File: src/rtl/mlaccel_spi_slave.sv
// mlaccel_spi_slave: SPI mode-3 target front-end, oversampled in the system clock domain.
// Build option: define SPI_TRISTATE_EN to float spi_miso whenever no frame is active.
module mlaccel_spi_slave #(
  parameter int         SYNC_STAGES = 2,
  parameter logic [7:0] TX_FILL     = 8'hFF
) (
  input  logic       clock,
  input  logic       resetn,
  input  logic       spi_csb,
  input  logic       spi_clk,
  input  logic       spi_mosi,
  output logic       spi_miso,
  output logic       rx_valid,
  output logic [7:0] rx_data,
  output logic       rx_first,
  output logic       frame_active,
  output logic       frame_end,
  input  logic       tx_valid,
  input  logic [7:0] tx_data,
  output logic       tx_ready
);

  localparam logic [1:0] IDLE   = 2'd0;
  localparam logic [1:0] ACTIVE = 2'd1;
  localparam logic [1:0] RESYNC = 2'd2;
  localparam logic [1:0] SETTLE = 2'(SYNC_STAGES);

  logic [SYNC_STAGES-1:0] csb_sync;
  logic [SYNC_STAGES-1:0] clk_sync;
  logic [SYNC_STAGES-1:0] mosi_sync;
  logic                   csb_p1;
  logic                   clk_p1;
  logic                   csb_p0;
  logic                   clk_p0;
  logic                   mosi_p0;
  logic                   csb_fall;
  logic                   csb_rise;
  logic                   clk_fall;
  logic                   clk_rise;
  logic [1:0]             state;
  logic [1:0]             settle_cnt;
  logic                   settled;
  logic [2:0]             bit_cnt;
  logic                   first_pend;
  logic                   load_pend;
  logic                   load_now;
  logic [7:0]             rx_sh;
  logic [7:0]             tx_sh;
  logic                   miso_q;

  // Sync stage boundary: last synchroniser flop compared against its registered copy
  assign csb_p0   = csb_sync[SYNC_STAGES-1];
  assign clk_p0   = clk_sync[SYNC_STAGES-1];
  assign mosi_p0  = mosi_sync[SYNC_STAGES-1];
  assign csb_fall = csb_p1 & ~csb_p0;
  assign csb_rise = ~csb_p1 & csb_p0;
  assign clk_fall = clk_p1 & ~clk_p0;
  assign clk_rise = ~clk_p1 & clk_p0;
  assign settled  = (settle_cnt == SETTLE);

  assign frame_active = ~csb_p0;

  // A tx byte is taken at frame start and in the cycle after each completed byte
  assign load_now = resetn &
                    (((state == IDLE) & csb_fall) | ((state == ACTIVE) & load_pend));
  assign tx_ready = load_now & tx_valid;

`ifdef SPI_TRISTATE_EN
  assign spi_miso = (state == ACTIVE) ? miso_q : 1'bz;
`else
  assign spi_miso = (state == ACTIVE) ? miso_q : 1'b0;
`endif

  always_ff @(posedge clock) begin
    if (!resetn) begin
      csb_sync   <= '1;
      clk_sync   <= '1;
      mosi_sync  <= '1;
      csb_p1     <= 1'b1;
      clk_p1     <= 1'b1;
      // Chip select still low here means a frame was cut by reset: sit it out
      state      <= spi_csb ? IDLE : RESYNC;
      settle_cnt <= 2'd0;
      bit_cnt    <= 3'd0;
      first_pend <= 1'b0;
      load_pend  <= 1'b0;
      rx_data    <= 8'd0;
      rx_valid   <= 1'b0;
      rx_first   <= 1'b0;
      frame_end  <= 1'b0;
      miso_q     <= 1'b0;
    end else begin
      csb_sync   <= {csb_sync[SYNC_STAGES-2:0], spi_csb};
      clk_sync   <= {clk_sync[SYNC_STAGES-2:0], spi_clk};
      mosi_sync  <= {mosi_sync[SYNC_STAGES-2:0], spi_mosi};
      csb_p1     <= csb_p0;
      clk_p1     <= clk_p0;
      rx_valid   <= 1'b0;
      rx_first   <= 1'b0;
      frame_end  <= 1'b0;
      if (!settled) settle_cnt <= settle_cnt + 2'd1;

      case (state)
        IDLE: begin
          load_pend <= 1'b0;
          if (csb_fall) begin
            state      <= ACTIVE;
            bit_cnt    <= 3'd0;
            first_pend <= 1'b1;
          end
        end
        ACTIVE: begin
          load_pend <= 1'b0;
          if (clk_rise) begin
            bit_cnt <= bit_cnt + 3'd1;
            if (bit_cnt == 3'd7) begin
              rx_data    <= {rx_sh[6:0], mosi_p0};
              rx_valid   <= 1'b1;
              rx_first   <= first_pend;
              first_pend <= 1'b0;
              load_pend  <= 1'b1;
            end
          end else if (clk_fall) begin
            miso_q <= tx_sh[7];
          end
          // A byte completing in the same cycle is still delivered above
          if (csb_rise) begin
            state     <= IDLE;
            frame_end <= 1'b1;
            bit_cnt   <= 3'd0;
            load_pend <= 1'b0;
          end
        end
        RESYNC: begin
          bit_cnt   <= 3'd0;
          load_pend <= 1'b0;
          if (settled && csb_p0) state <= IDLE;
        end
        default: state <= IDLE;
      endcase
    end
  end

  // Shift stage boundary: data registers carry no reset
  always_ff @(posedge clock) begin
    if (state == ACTIVE && clk_rise) rx_sh <= {rx_sh[6:0], mosi_p0};
    if (load_now) begin
      tx_sh <= tx_valid ? tx_data : TX_FILL;
    end else if (state == ACTIVE && clk_fall) begin
      tx_sh <= {tx_sh[6:0], 1'b0};
    end
  end

endmodule

File: config.mk
export PLATFORM = sky130hd
export DESIGN_NAME = mlaccel_spi_slave
export DESIGN_NICKNAME = d
export VERILOG_FILES = /design/src/rtl/mlaccel_spi_slave.sv
export SDC_FILE = /design/constraint.sdc
export NUM_CORES = 1
export LEC_CHECK = 0
export ABC_CLOCK_PERIOD_IN_PS = 2500
export CORE_MARGIN = 2
export CORE_UTILIZATION = 30
export DETAILED_ROUTE_END_ITERATION = 7
export PLACE_DENSITY = 0.46
export SYNTH_ARGS = -nofsm -noshare
export SYNTH_HDL_FRONTEND = slang
export SYNTH_SLANG_ARGS = --single-unit
File: constraint.sdc
create_clock -name clock -period 2.5 [get_ports clock]
set_clock_uncertainty 0.1 [all_clocks]
set_input_delay 0.375 -clock clock [delete_from_list [all_inputs] [get_ports clock]]
set_output_delay 0.375 -clock clock [all_outputs]
set_load 0.03 [all_outputs]
==> results.toml, run 1 <==
[run_status]
status = "finished, final reports clean"

[synth]
synth_top_family_by_area = "simple AND/OR/NAND/NOR gates"
synth_seq_cells = 44
synth_xor_area_share_pct = 0.527
synth_area_um2 = 1660
syn_inst = 145
synth_fp_nets = 162
synth-compound-area-share_pct = 11.2
synth_cell_types = 28
yosys-top-cells-count = "27 x dfxtp_1, 17 x edfxtp_1, 12 x inv_1, 12 x nand2_1, 11 x nor2_1"
syn_avg_cell_area_um2 = 11.5
synth_fa_ha_area_share_pct = 2.26
synth.area.mux_share_pct = 2.41
yosys.cell_count.top_type = "dfxtp_1"
synthFlopType = "dfxtp_1"
ys_seq_area_share_pct = 63.2
synthSimpleGateAreaFrac_pct = 15.4
synth_top_area_share_pct = 32.5
yosys_warnings = 0
synth_edf_count = 17
yosysTopAreaCell = "dfxtp_1"
synthArstFlopShare_pct = 0
synth.area.top_cells = "dfxtp_1 33%, edfxtp_1 31%, a22o_1 4.2%"

[global_routing]
grtUsageTotal_pct = 9.89
antenna_found_initial = 0
first_global_vias = 952
grt_pass1_wl_mm = 4.63
grt_max_degree = 20
overflow = 0

[critical_path]
worstSetupPathType = "register to output pin"
arrival_ns = 1.85
r2r_cells = 3
slowest_stage = "clkdlybuf4s50_1"
crit_path_end_kind = "output pin"
worstSetupStartpointType = "register"
crit_fanout = 9
cp_cell_sequence = "nor2b_2, and2_1, clkdlybuf4s50_1"
cp.required_ns = 2.03
max_stage_delay_ns = 0.66

[detailed_routing]
viasPerCell = 4.36
routed_wl_mm = 2.84
wl_per_cell_um = 11.4
drt_first_pass_iters = 4
ant_nets = 0
drt_iter0_drc = 51
via_count = 1086
drc = 0

[floorplan]
io_pins = 28
die-width_um = 78.5
fp.dieH_um = 78.5
rows = 27
start_util_pct = 30.6
core_area_um2 = 5440
dieArea_um2 = 6150

[timing]
post-route-period-util_pct = 93.1
rsz0062_at_grt = "false"
hold_viol = 0
max_freq_ghz = 0.430
holdWs_ns = 0.318
max_slew_margin_pct = 60.4
setup_tns_ns = 0
finalSetupViolCount = 0
setup_ws_ns = 0.173
tightest_slew_ns = 0.587
min_period_ns = 2.33
final_max_slew_viol_count = 0

[power]
power.density_nw_per_um2 = 695
p_total_uw = 1480
total_leakage_power_uw = 0.000806
ir_worst_vdd_mv = 0.275

[clock_tree]
h-tree-depth = 2
numClockSinks = 44
cts_made_buffers = 5
cts-root-buf = "clkbuf_8"
cts-resized-gates = 0
cts_setup_buffers = 0
clk_path_buf_depth = 2
tritoncts = "yes"
insertion_delay_ns = 0.29
clkTransAtPathRegs_ns = 0.08
holdBufCountCts = 0

[finish]
final_cell_area_um2 = 2130
drive_above_1_share_pct = 8.47
nets = 193
area_growth_pct = 28.1
antenna_cells = 0

[place]
dpl.hpwl_mm = 2.02
io_buffer_count = 27
placed_area_um2 = 2010
dp_slack_ns = 0.406
routabilityCongestion = 0.767

[flow_run]
maxCapViolations = 0

[hold_path]
hold_depth = 1
hold_path.class = "register to register"
[worst max-delay path, delay by kind of cell (launching register included)]
family	cells	cell delay, ns
AND/OR/NAND/NOR	2	0.43
buffers and inverters	1	0.66
flip-flops	1	0.48
[placed cells by master (no fill, tap or decap)]
master,synthesis,layout
a21oi_4,1,1
clkbuf_16,0,1
and2_1,5,5
o21ai_0,4,4
buf_4,0,4
nand3b_1,1,1
o32ai_1,1,1
nor2b_2,0,1
xnor2_1,1,1
inv_1,12,12
a21oi_1,1,1
nand3_1,2,2
nand2_1,12,12
nand4_1,1,1
clkbuf_8,0,7
a21boi_0,2,2
ha_1,3,3
edfxtp_1,17,17
and3_1,1,1
nor3_1,2,2
or3b_4,1,1
nor2b_1,4,3
mux2i_1,4,4
a31oi_1,7,7
clkdlybuf4s50_1,0,26
nor2_1,11,11
nand2b_1,10,10
a22o_1,8,8
o21a_1,1,1
dfxtp_1,27,27
[cells by family after synthesis]
kind of cell,Yosys count
buffers and inverters,18
AO/OA/AOI/OAI,25
XOR/XNOR,1
multiplexers,4
adder cells (fa/ha/maj),3
AND/OR/NAND/NOR,50
flip-flops,44
[flip-flops by register name, indices dropped and copies added (netlist names)]
name / count
rx_valid: 1
frame_end: 1
csb_p1: 1
first_pend: 1
rx_data: 8
rx_sh: 7
miso_q: 1
load_pend: 1
rx_first: 1
clk_sync: 2
mosi_sync: 2
settle_cnt: 2
state: 2
csb_sync: 2
bit_cnt: 3
tx_sh: 8
clk_p1: 1
[layout make-up]
class,instances,area (µm²)
fill,527,3310
sequential,44,1050
multi-input combinational,83,532
timing repair buffer,30,290
clock buffer,8,121
tap,72,90.1
inverter,12,45.0
[worst paths after layout]
kind,from,to,slack (ns)
setup / recovery,state[0]$_SDFFCE_PN0P_,spi_miso,0.17
hold / removal,clk_sync[0]$_SDFF_PN1_,clk_sync[1]$_SDFF_PN1_,0.32
setup reg to reg,state[0]$_SDFFCE_PN0P_,tx_sh[3]$_DFFE_PP_,0.56
hold reg to reg,clk_sync[0]$_SDFF_PN1_,clk_sync[1]$_SDFF_PN1_,0.32
[report_power, final]
part | internal [µW] | leakage (µW) | switching, µW
sequential | 776 | 0.000376 | 23.8
combinational | 70.9 | 0.000367 | 66.6
clock | 312 | 0.0000627 | 230
total | 1160 | 0.000806 | 321
[stage by stage]
| step | instances | utilization, % |
|---|---|---|
| 2_1_floorplan | 145 | - |
| 6_report | 249 | 39.2 |
| 4_1_cts | 249 | 39.1 |
| 5_1_grt | 249 | 39.2 |
| 3_3_place_gp | 241 | 36.9 |
| 3_5_place_dp | 241 | 36.9 |
[layer usage]
metal	global-route usage, %	vias up	routed length (µm)
li1	-	557	-
met1	13.0	493	1400
met2	14.4	29	1220
met3	3.56	7	157
met4	4.74	0	51
met5	0	-	0
(Power assumes the default switching activity.)
==> inputs of run 2 (changes only) <==
--- a/config.mk
+++ b/config.mk
@@ -8,6 +8,7 @@
 export ABC_CLOCK_PERIOD_IN_PS = 2500
 export CORE_MARGIN = 2
 export CORE_UTILIZATION = 30
+export CTS_CLUSTER_DIAMETER = 150
 export DETAILED_ROUTE_END_ITERATION = 7
 export PLACE_DENSITY = 0.46
 export SYNTH_ARGS = -nofsm -noshare
==> results of run 2 <==
Final layout, timing and power as in run 1 (identical DEF).
